--- src/rtl/keypad_matrix_scanner.sv ---
// 4x4 key matrix scanner: walks an active-low row strobe, samples the synchronized
// columns into a 16-bit snapshot, debounces whole scans and reports single keypresses.
module keypad_matrix_scanner #(
  parameter int unsigned BOARD_CLOCK_FREQUENCY_IN_HZ = 100_000_000,
  parameter int unsigned SCAN_RATE_IN_HERTZ          = 1000,
  parameter int unsigned DEBOUNCE_SCANS              = 4
) (
  input  logic       clk,
  input  logic       rst,
  output logic [3:0] io_row,
  input  logic [3:0] io_col,
  output logic [3:0] key_code,
  output logic       key_valid,
  output logic       key_held,
  output logic       key_multi
);

  localparam int unsigned CYCLES_PER_ROW = BOARD_CLOCK_FREQUENCY_IN_HZ / SCAN_RATE_IN_HERTZ;
  localparam int unsigned SLOT_W         = $clog2(CYCLES_PER_ROW);
  localparam int unsigned CNT_W          = $clog2(DEBOUNCE_SCANS + 1);
  localparam logic [SLOT_W-1:0] SLOT_LAST = SLOT_W'(CYCLES_PER_ROW - 1);
  localparam logic [CNT_W-1:0]  CNT_MAX   = CNT_W'(DEBOUNCE_SCANS);
  localparam logic [CNT_W-1:0]  CNT_PRE   = CNT_W'(DEBOUNCE_SCANS - 1);

  localparam logic [0:0] ST_IDLE = 1'b0;
  localparam logic [0:0] ST_HELD = 1'b1;

  logic [3:0]        col_meta_q, col_sync_q;
  logic [SLOT_W-1:0] slot_q, slot_d;
  logic [1:0]        row_q, row_d;
  logic [15:0]       snap_q, snap_d;
  logic              scan_done_q, scan_done_d;
  logic [15:0]       prev_q, prev_d;
  logic [CNT_W-1:0]  cnt_q, cnt_d;
  logic              accept_q, accept_d;
  logic [0:0]        state_q, state_d;
  logic [3:0]        code_q, code_d;
  logic              valid_q, valid_d;
  logic              held_q, held_d;
  logic              multi_q, multi_d;
  logic              slot_last;
  logic [4:0]        pop;
  logic [3:0]        idx;

  assign io_row    = ~(4'b0001 << row_q);
  assign key_code  = code_q;
  assign key_valid = valid_q;
  assign key_held  = held_q;
  assign key_multi = multi_q;

  // Row slot timing and column sampling into the current row's nibble
  always_comb begin
    slot_last   = (slot_q == SLOT_LAST);
    slot_d      = slot_last ? '0 : slot_q + SLOT_W'(1);
    row_d       = slot_last ? row_q + 2'd1 : row_q;
    snap_d      = snap_q;
    if (slot_last) snap_d[{row_q, 2'b00} +: 4] = ~col_sync_q;
    scan_done_d = slot_last && (row_q == 2'd3);
  end

  // Scan-to-scan debounce; prev_q holds the snapshot being qualified
  always_comb begin
    prev_d   = prev_q;
    cnt_d    = cnt_q;
    accept_d = 1'b0;
    if (scan_done_q) begin
      if (snap_q == prev_q) begin
        if (cnt_q != CNT_MAX) begin
          cnt_d    = cnt_q + CNT_W'(1);
          accept_d = (cnt_q == CNT_PRE);
        end
      end else begin
        prev_d   = snap_q;
        cnt_d    = CNT_W'(1);
        accept_d = (DEBOUNCE_SCANS == 1);
      end
    end
  end

  always_comb begin
    pop = '0;
    idx = '0;
    for (int i = 0; i < 16; i++) begin
      pop = pop + {4'b0000, prev_q[i]};
      if (prev_q[i]) idx = 4'(i);
    end
  end

  // Press/release FSM; prev_q is the accepted snapshot while accept_q is high
  always_comb begin
    state_d = state_q;
    code_d  = code_q;
    valid_d = 1'b0;
    held_d  = held_q;
    multi_d = multi_q;
    if (accept_q) begin
      case (state_q)
        ST_IDLE: begin
          if (pop == 5'd1) begin
            code_d  = idx;
            valid_d = 1'b1;
            held_d  = 1'b1;
            multi_d = 1'b0;
            state_d = ST_HELD;
          end else begin
            multi_d = (pop > 5'd1);
          end
        end
        default: begin
          if (pop == 5'd0) begin
            held_d  = 1'b0;
            multi_d = 1'b0;
            state_d = ST_IDLE;
          end else begin
            multi_d = (pop > 5'd1);
          end
        end
      endcase
    end
  end

  always_ff @(posedge clk) begin
    if (rst) begin
      col_meta_q  <= 4'hF;
      col_sync_q  <= 4'hF;
      slot_q      <= '0;
      row_q       <= 2'd0;
      snap_q      <= '0;
      scan_done_q <= 1'b0;
      prev_q      <= '0;
      cnt_q       <= '0;
      accept_q    <= 1'b0;
      state_q     <= ST_IDLE;
      code_q      <= 4'd0;
      valid_q     <= 1'b0;
      held_q      <= 1'b0;
      multi_q     <= 1'b0;
    end else begin
      col_meta_q  <= io_col;
      col_sync_q  <= col_meta_q;
      slot_q      <= slot_d;
      row_q       <= row_d;
      snap_q      <= snap_d;
      scan_done_q <= scan_done_d;
      prev_q      <= prev_d;
      cnt_q       <= cnt_d;
      accept_q    <= accept_d;
      state_q     <= state_d;
      code_q      <= code_d;
      valid_q     <= valid_d;
      held_q      <= held_d;
      multi_q     <= multi_d;
    end
  end

endmodule
--- config.mk ---
export PLATFORM = sky130hd
export DESIGN_NAME = keypad_matrix_scanner
export DESIGN_NICKNAME = d
export VERILOG_FILES = /design/src/rtl/keypad_matrix_scanner.sv
export SDC_FILE = /design/constraint.sdc
export NUM_CORES = 1
export LEC_CHECK = 0
export BUFFER_PORTS_ARGS = -buffer_cell sky130_fd_sc_hd__clkbuf_2
export CAP_MARGIN = 20
export CORE_MARGIN = 2
export CORE_UTILIZATION = 65
export CTS_BUF_LIST = sky130_fd_sc_hd__clkbuf_8 sky130_fd_sc_hd__clkbuf_16
export DETAILED_ROUTE_END_ITERATION = 16
export PLACE_DENSITY = 0.84
export SLEW_MARGIN = 20
export SYNTH_ARGS = -nofsm -noshare
export SYNTH_HDL_FRONTEND = slang
export SYNTH_SLANG_ARGS = --single-unit
--- constraint.sdc ---
create_clock -name clk -period 10.3 [get_ports clk]
set_clock_uncertainty 0.1 [all_clocks]
set_input_delay 2.06 -clock clk [delete_from_list [all_inputs] [get_ports clk]]
set_output_delay 2.06 -clock clk [all_outputs]
set_load 0.05 [all_outputs]
==> qor.yml, run 1 <==
global_route:
  grt_pass1_vias: 2484
  antenna_found_initial: 0
  grtUsageTotal_pct: 24.93
  grt_max_degree: 55
  grt_pass1_wl_um: 11470
  gr-total-overflow: 0
logic_synthesis:
  synth_edf_count: 0
  synthCells: 372
  synthArstFlopShare_pct: 0
  yosysSeqAreaShare_pct: 41.85
  synth.largest_area_cell: "dfxtp_1"
  ys_dominant_reg_cell: "dfxtp_1"
  netlist_top_cells_area: "dfxtp_1, mux2i_1, nor2_1"
  syn_area_sq_mm: 0.003445
  syn_area_per_cell_sq_um: 9.260
  syn_nets: 402
  yosysUniqueCellTypes: 40
  synth_top_area_share_pct: 41.85
  ys_warn_count: 0
  synth_seq_cells: 72
final_layout:
  fin_area_sq_mm: 0.003784
  antennaDiodeCount: 0
  utilization_pct: 74.08
  nNetsFinal: 419
  final_cells: 464
  drive_gt1_share_pct: 12.18
  area_delta_synth_final_pct: 9.844
floorplanning:
  die_w_um: 76.80
  dieArea_sq_mm: 0.005897
  start_util_pct: 67.44
  die_h_um: 76.80
  rows: 26
  io_pins: 17
  core_area_sq_mm: 0.005107
place:
  placed_area_sq_mm: 0.003586
  routabilityCongestion: 0.8941
  dpl_worst_slack_ps: 5661
  portBuffers: 16
  dp_cells: 448
  hpwlAfterDp_um: 4845
routing:
  routed_wl_um: 6742
  drt-vias-per-instance: 5.575
  vias: 2587
  dr.pass1.iters: 4
  drt_iter0_drc: 233
  wl_per_cell_um: 14.53
  ant_nets: 0
  route.detailed.drc: 0
worst_setup_path:
  cp_data_arrival_time_ps: 4790
  crit_slowest_cell: "nor4b_2"
  worst-path-max-fanout: 9
  crit_buf_inv: 3
  cpLargestDelayFamily: "adder cells"
  crit_chain: "fa_1 -> fa_1 -> inv_1 -> fa_1 -> fa_1 -> inv_1 -> ha_1 -> inv_1 -> fa_1 -> a211oi_1 -> mux2i_1 -> nor4b_2 -> nor2_1 -> a311oi_1"
  cp_data_required_time_ps: 10470
  max_stage_delay_ps: 660
  worstSetupPathType: "flip-flop to flip-flop"
  cp-end-kind: "flip-flop"
  cp-start-kind: "flip-flop"
  cp_common_cell: "fa_1"
clock_network:
  clockRootBuffer: "clkbuf_8"
  cts_hold_buffers: 0
  cts_resized: 0
  clockBufferDepth: 2
  post_cts_buffers: 0
  cts_num_sinks: 72
  tritoncts: "built"
  clkTransAtPathRegs_ps: 80
  cts_made_buffers: 9
  cts_max_level: 3
  clk-insertion-delay-late_ps: 360
sta:
  layout_setup_ws_ps: 5680
  setup_viol: 0
  finalCriticalPeriod_ps: 4620
  setup_tns_ps: 0
  maxSlewHeadroom_pct: 53.36
  maxSlewViolCount: 0
  max_freq_ghz: 0.2164
  hold_slack_ps: 311.8
  rsz0062_at_grt: "no"
  hold_viol_final: 0
  worstMarginPinSlew_ps: 692.1
  period_share_pct: 44.86
power_and_ir_drop:
  power_density_mw_per_mm2: 137.5
  p_leak_nw: 1.586
  p_total_mw: 0.5204
  ir_worst_vdd_v: 0.0001439
status:
  status: "finished, final reports clean"
min_path:
  hold_class: "flip-flop to flip-flop"
flow_run:
  cap_violations: 0
## cells by family (layout without fill, tap and decap cells)
family	count (synthesis)	in the layout	synth area share, %
multiplexers	21	21	6.102
AND/OR/NAND/NOR	139	139	20.92
XOR/XNOR	31	31	7.882
buffers and inverters	42	64	4.686
adder cells (fa/ha/maj)	24	24	10.90
flip-flops	72	72	41.85
AO/OA/AOI/OAI	43	43	7.665
## layer usage
metal	vias to the layer above	share of wire (%)	GRT usage (%)
li1	1290	-	-
met1	1226	45	31.81
met2	63	48	40.09
met3	8	5.3	5.647
met4	0	1.5	11.82
met5	-	0	0
## final cells by class
| type | count | area [sq um] |
|---|---|---|
| clock buffers | 10 | 137.6 |
| clock inverters | 6 | 60.06 |
| fillers | 380 | 1324 |
| inverters | 30 | 112.6 |
| multi-input cells | 258 | 1849 |
| flip-flops and latches | 72 | 1441 |
| well taps | 70 | 87.58 |
| repair buffers | 18 | 95.09 |
## worst paths after layout
check             endpoint  cells after the start     startpoint  slack, ps
max reg2reg    key_code[3]                     14     prev_q[13]       5680
min reg2reg  col_sync_q[1]                      1  col_meta_q[1]        310
min          col_sync_q[1]                      1  col_meta_q[1]        310
max            key_code[3]                     14     prev_q[13]       5680
## cells in the mapped netlist, drive strengths merged, types with 9 or more instances
library cell and n:
mux2i 21, or2 9, a21oi 19, fa 10, dfxtp 72, inv 30
clkbuf 9, nor2 55, or3 16, ha 14, nand2 22, xnor2 23
## state kept, by name, summed over array words and instances (netlist names), 2 cells and up
register	flops
row_q	2
prev_q	16
col_sync_q	4
slot_q	17
cnt_q	3
snap_q	16
key_code	4
col_meta_q	4
## where the power goes
| part | internal (mW) | switching, mW | leakage (nW) | total (mW) |
|---|---|---|---|---|
| clock network | 0.117 | 0.107 | 0.103 | 0.224 |
| registers | 0.281 | 0.00223 | 0.582 | 0.284 |
| logic | 0.00416 | 0.00867 | 0.900 | 0.0128 |
## cell usage in the layout, fill, tap and decap left out, types with 2 or more instances in the layout
cell and count:
dfxtp_1 72, nor2_1 55, inv_1 31, xnor2_1 23, mux2i_1 21, a21oi_1 19
nand2_1 19, or3_1 16, clkbuf_2 16, ha_1 14, fa_1 10, clkbuf_8 10
or2_2 9, nand4_1 8, o21ai_0 8, xor2_1 8, nand3_1 6, and2_1 4
nor4_1 3, nor3_1 3, and3_1 3, nand2_2 3, a22o_1 2, a211oi_1 2
a311oi_1 2, o31ai_1 2, a31oi_1 2, or4b_1 2, and4_1 2, clkinv_2 2
buf_4 2
No activity file was read; power rests on OpenSTA's default activity.
==> inputs of run 2 (changes only) <==
--- a/config.mk
+++ b/config.mk
@@ -5,13 +5,14 @@
 export SDC_FILE = /design/constraint.sdc
 export NUM_CORES = 1
 export LEC_CHECK = 0
+export ABC_AREA = 1
 export BUFFER_PORTS_ARGS = -buffer_cell sky130_fd_sc_hd__clkbuf_2
 export CAP_MARGIN = 20
 export CORE_MARGIN = 2
-export CORE_UTILIZATION = 65
+export CORE_UTILIZATION = 61
 export CTS_BUF_LIST = sky130_fd_sc_hd__clkbuf_8 sky130_fd_sc_hd__clkbuf_16
 export DETAILED_ROUTE_END_ITERATION = 16
-export PLACE_DENSITY = 0.84
+export PLACE_DENSITY = 0.79
 export SLEW_MARGIN = 20
 export SYNTH_ARGS = -nofsm -noshare
 export SYNTH_HDL_FRONTEND = slang
==> constraint.sdc (replaced) <==
create_clock -name clk -period 4.3 [get_ports clk]
set_clock_uncertainty 0.1 [all_clocks]
set_input_delay 0.86 -clock clk [delete_from_list [all_inputs] [get_ports clk]]
set_output_delay 0.86 -clock clk [all_outputs]
set_load 0.05 [all_outputs]
==> qor.yml, run 2 <==
final_layout:
  fillers: 467  # +23%
  multi_input_area_sq_mm: 0.001914  # +3.5%
  area_delta_synth_final_pct: 9.273
  regMostFlops: "slot_q"
  final_cells: 553  # +19%
  mostFrequentLayoutCell: "dfxtp_1"
  drive_gt1_share_pct: 16.74  # +4.6 points
  layout_top_registers: "slot_q x17, prev_q x16, snap_q x16"
  antennaDiodeCount: 0  # unchanged
  seq_area_sq_mm: 0.001441  # unchanged
  fin_area_sq_mm: 0.004025  # +6.4%
  nNetsFinal: 503  # +20%
  largest_reg_flops: 17  # unchanged
  layout_common_cells: "dfxtp_1, inv_1, nand2_1"
  utilization_pct: 68.39  # -5.7 points
clock_network:
  cts_num_sinks: 72  # unchanged
  clockBufferDepth: 2  # unchanged
  clk-insertion-delay-late_ps: 360  # about the same
  cts_resized: 0  # unchanged
  cts_hold_buffers: 0  # unchanged
  post_cts_buffers: 0  # unchanged
  cts_max_level: 3  # unchanged
  clkTransAtPathRegs_ps: 80  # about the same
  cts_made_buffers: 9  # unchanged
  clockRootBuffer: "clkbuf_8"
  tritoncts: "built"
place:
  placed_area_sq_mm: 0.003815  # +6.4%
  portBuffers: 16  # unchanged
  dp_cells: 537  # +20%
  routabilityCongestion: 0.8749  # -2.1%
  dpl_worst_slack_ps: 79.00  # -5582 ps
  hpwlAfterDp_um: 5299  # +9.4%
flow_run:
  cap_violations: 0  # unchanged
routing:
  highest_layer: "met4"
  routed_wl_um: 7148  # +6.0%
  wl_per_cell_um: 12.93  # -11%
  vias: 2958  # +14%
  ant_nets: 0  # unchanged
  routed-wl-met3_um: 283  # -21%
  met2_length_um: 3336  # +3.6%
  dr.pass1.iters: 5  # +1
  drt-vias-per-instance: 5.349  # -4.1%
  drt_iter0_drc: 230  # -1.3%
  route.detailed.drc: 0  # unchanged
  wl_met1_um: 3362  # +9.8%
sta:
  setup_viol: 0  # unchanged
  layout_setup_ws_ps: 214.6  # -5465 ps
  maxSlewHeadroom_pct: 38.00  # -15 points
  rsz0062_at_grt: "no"
  worstMarginPinSlew_ps: 927.8  # +235.8 ps
  maxSlewViolCount: 0  # unchanged
  max_freq_ghz: 0.2448  # +13%
  finalCriticalPeriod_ps: 4085  # -534.7 ps
  period_share_pct: 95.01  # +50 points
  hold_slack_ps: 313.0  # +1.238 ps
  setup_tns_ps: 0  # unchanged
  hold_viol_final: 0  # unchanged
worst_setup_path:
  worstSetupPathType: "flip-flop to flip-flop"
  rr_worst_depth: 16  # +2
  cp-end-kind: "flip-flop"
  rrSetupSlack_ps: 210  # -5470 ps
  cp_data_required_time_ps: 4490  # -5980 ps
  cp-start-kind: "flip-flop"
  worst-path-max-fanout: 7  # -2
  cp_data_arrival_time_ps: 4280  # -510 ps
global_route:
  antenna_found_initial: 0  # unchanged
  grt_pass1_wl_um: 12020  # +4.7%
  grt_max_degree: 34  # -38%
  grt_pass1_vias: 2579  # +3.8%
  grtUsageTotal_pct: 23.77  # -1.2 points
  gr-total-overflow: 0  # unchanged
logic_synthesis:
  synthArstFlopShare_pct: 0  # unchanged
  syn_area_per_cell_sq_um: 8.078  # -13%
  ys_dominant_reg_cell: "dfxtp_1"
  yosysUniqueCellTypes: 35  # -13%
  synth_seq_cells: 72  # unchanged
  synth_edf_count: 0  # unchanged
  synthCells: 456  # +23%
  syn_area_sq_mm: 0.003684  # +6.9%
  yosysSeqAreaShare_pct: 39.13  # -2.7 points
  synth.largest_area_cell: "dfxtp_1"
  synth.top_cells.by_count: "dfxtp_1, inv_1, nand2_1, nor2_1, a21oi_1"
  ys_warn_count: 0  # unchanged
  synth_top_area_share_pct: 39.13  # -2.7 points
  yosysMostFrequentCell: "dfxtp_1"
  netlist_top_cells_area: "dfxtp_1, inv_1, a21oi_1"
  syn_nets: 486  # +21%
power_and_ir_drop:
  ir_worst_vdd_v: 0.0003157  # +120%
  p_total_mw: 1.253  # +140%
  power_density_mw_per_mm2: 311.2  # +130%
  p_leak_nw: 1.628  # +2.6%
floorplanning:
  start_util_pct: 62.59  # -4.9 points
  die_h_um: 81.71  # +6.4%
  die_w_um: 81.71  # +6.4%
  rows: 28  # +7.7%
  core_area_sq_mm: 0.005886  # +15%
  io_pins: 17  # unchanged
  dieArea_sq_mm: 0.006677  # +13%
status:
  status: "finished, final reports clean"
min_path:
  hold_depth: 1  # unchanged
  hold_class: "flip-flop to flip-flop"
## run 2: cell types whose count changed after synthesis, sizes merged, moves of 7 or more
cell and change:
nand2 +35, a21oi +22, mux2i -21, inv +48, nor3 +13, xnor2 -10, or3 -16, o21ai +26
a211oi +7
## run 2: final timing paths
path | from | endpoint
max | prev_q[0] | key_code[3]
min reg2reg | col_meta_q[2] | col_sync_q[2]
max reg2reg | prev_q[0] | key_code[3]
min | col_meta_q[2] | col_sync_q[2]
## run 2: routing by layer
metal,up-vias,track usage [%]
met1,1364,32.26
met2,66,37.46
met4,0,10.83
li1,1510,-
met5,-,0
met3,18,3.736
## run 2: final cells by class
cell class / instances / share of cell area, %
clock buffers: 9 / 3.077
clock inverters: 7 / 1.958
inverters: 78 / 7.274
multi-input cells: 296 / 47.56
flip-flops and latches: 72 / 35.81
well taps: 75 / 2.331
repair buffers: 16 / 1.989
## run 2: worst max-delay path: stages, from the launching register on
cell and delay [ps]:
dfxtp_1 350, fa_1 540, inv_1 60, fa_1 480, fa_1 530, fa_1 400
inv_1 70, ha_1 160, inv_1 50, fa_1 390, xor2_1 140, inv_1 60
nor2_2 190, nand3_2 160, inv_1 140, o21ai_0 90, nor2_1 130
## run 2: power breakdown
part	leakage (nW)	switching, mW	total (mW)	internal, mW
registers	0.582	0.00362	0.675	0.672
logic	0.953	0.0181	0.0275	0.00941
clock network	0.0925	0.277	0.550	0.272
total	1.63	0.299	1.25	0.954
## run 2: cell families (layout without fill, tap and decap cells)
kind of cell	count (synthesis)	count (layout)	share of synthesized area [%]
compound gates	92	92	14.74
xor+xnor	20	20	4.755
fa+ha+maj	24	24	10.19
buf+inv	88	110	9.103
flops	72	72	39.13
simple gates	160	160	22.08
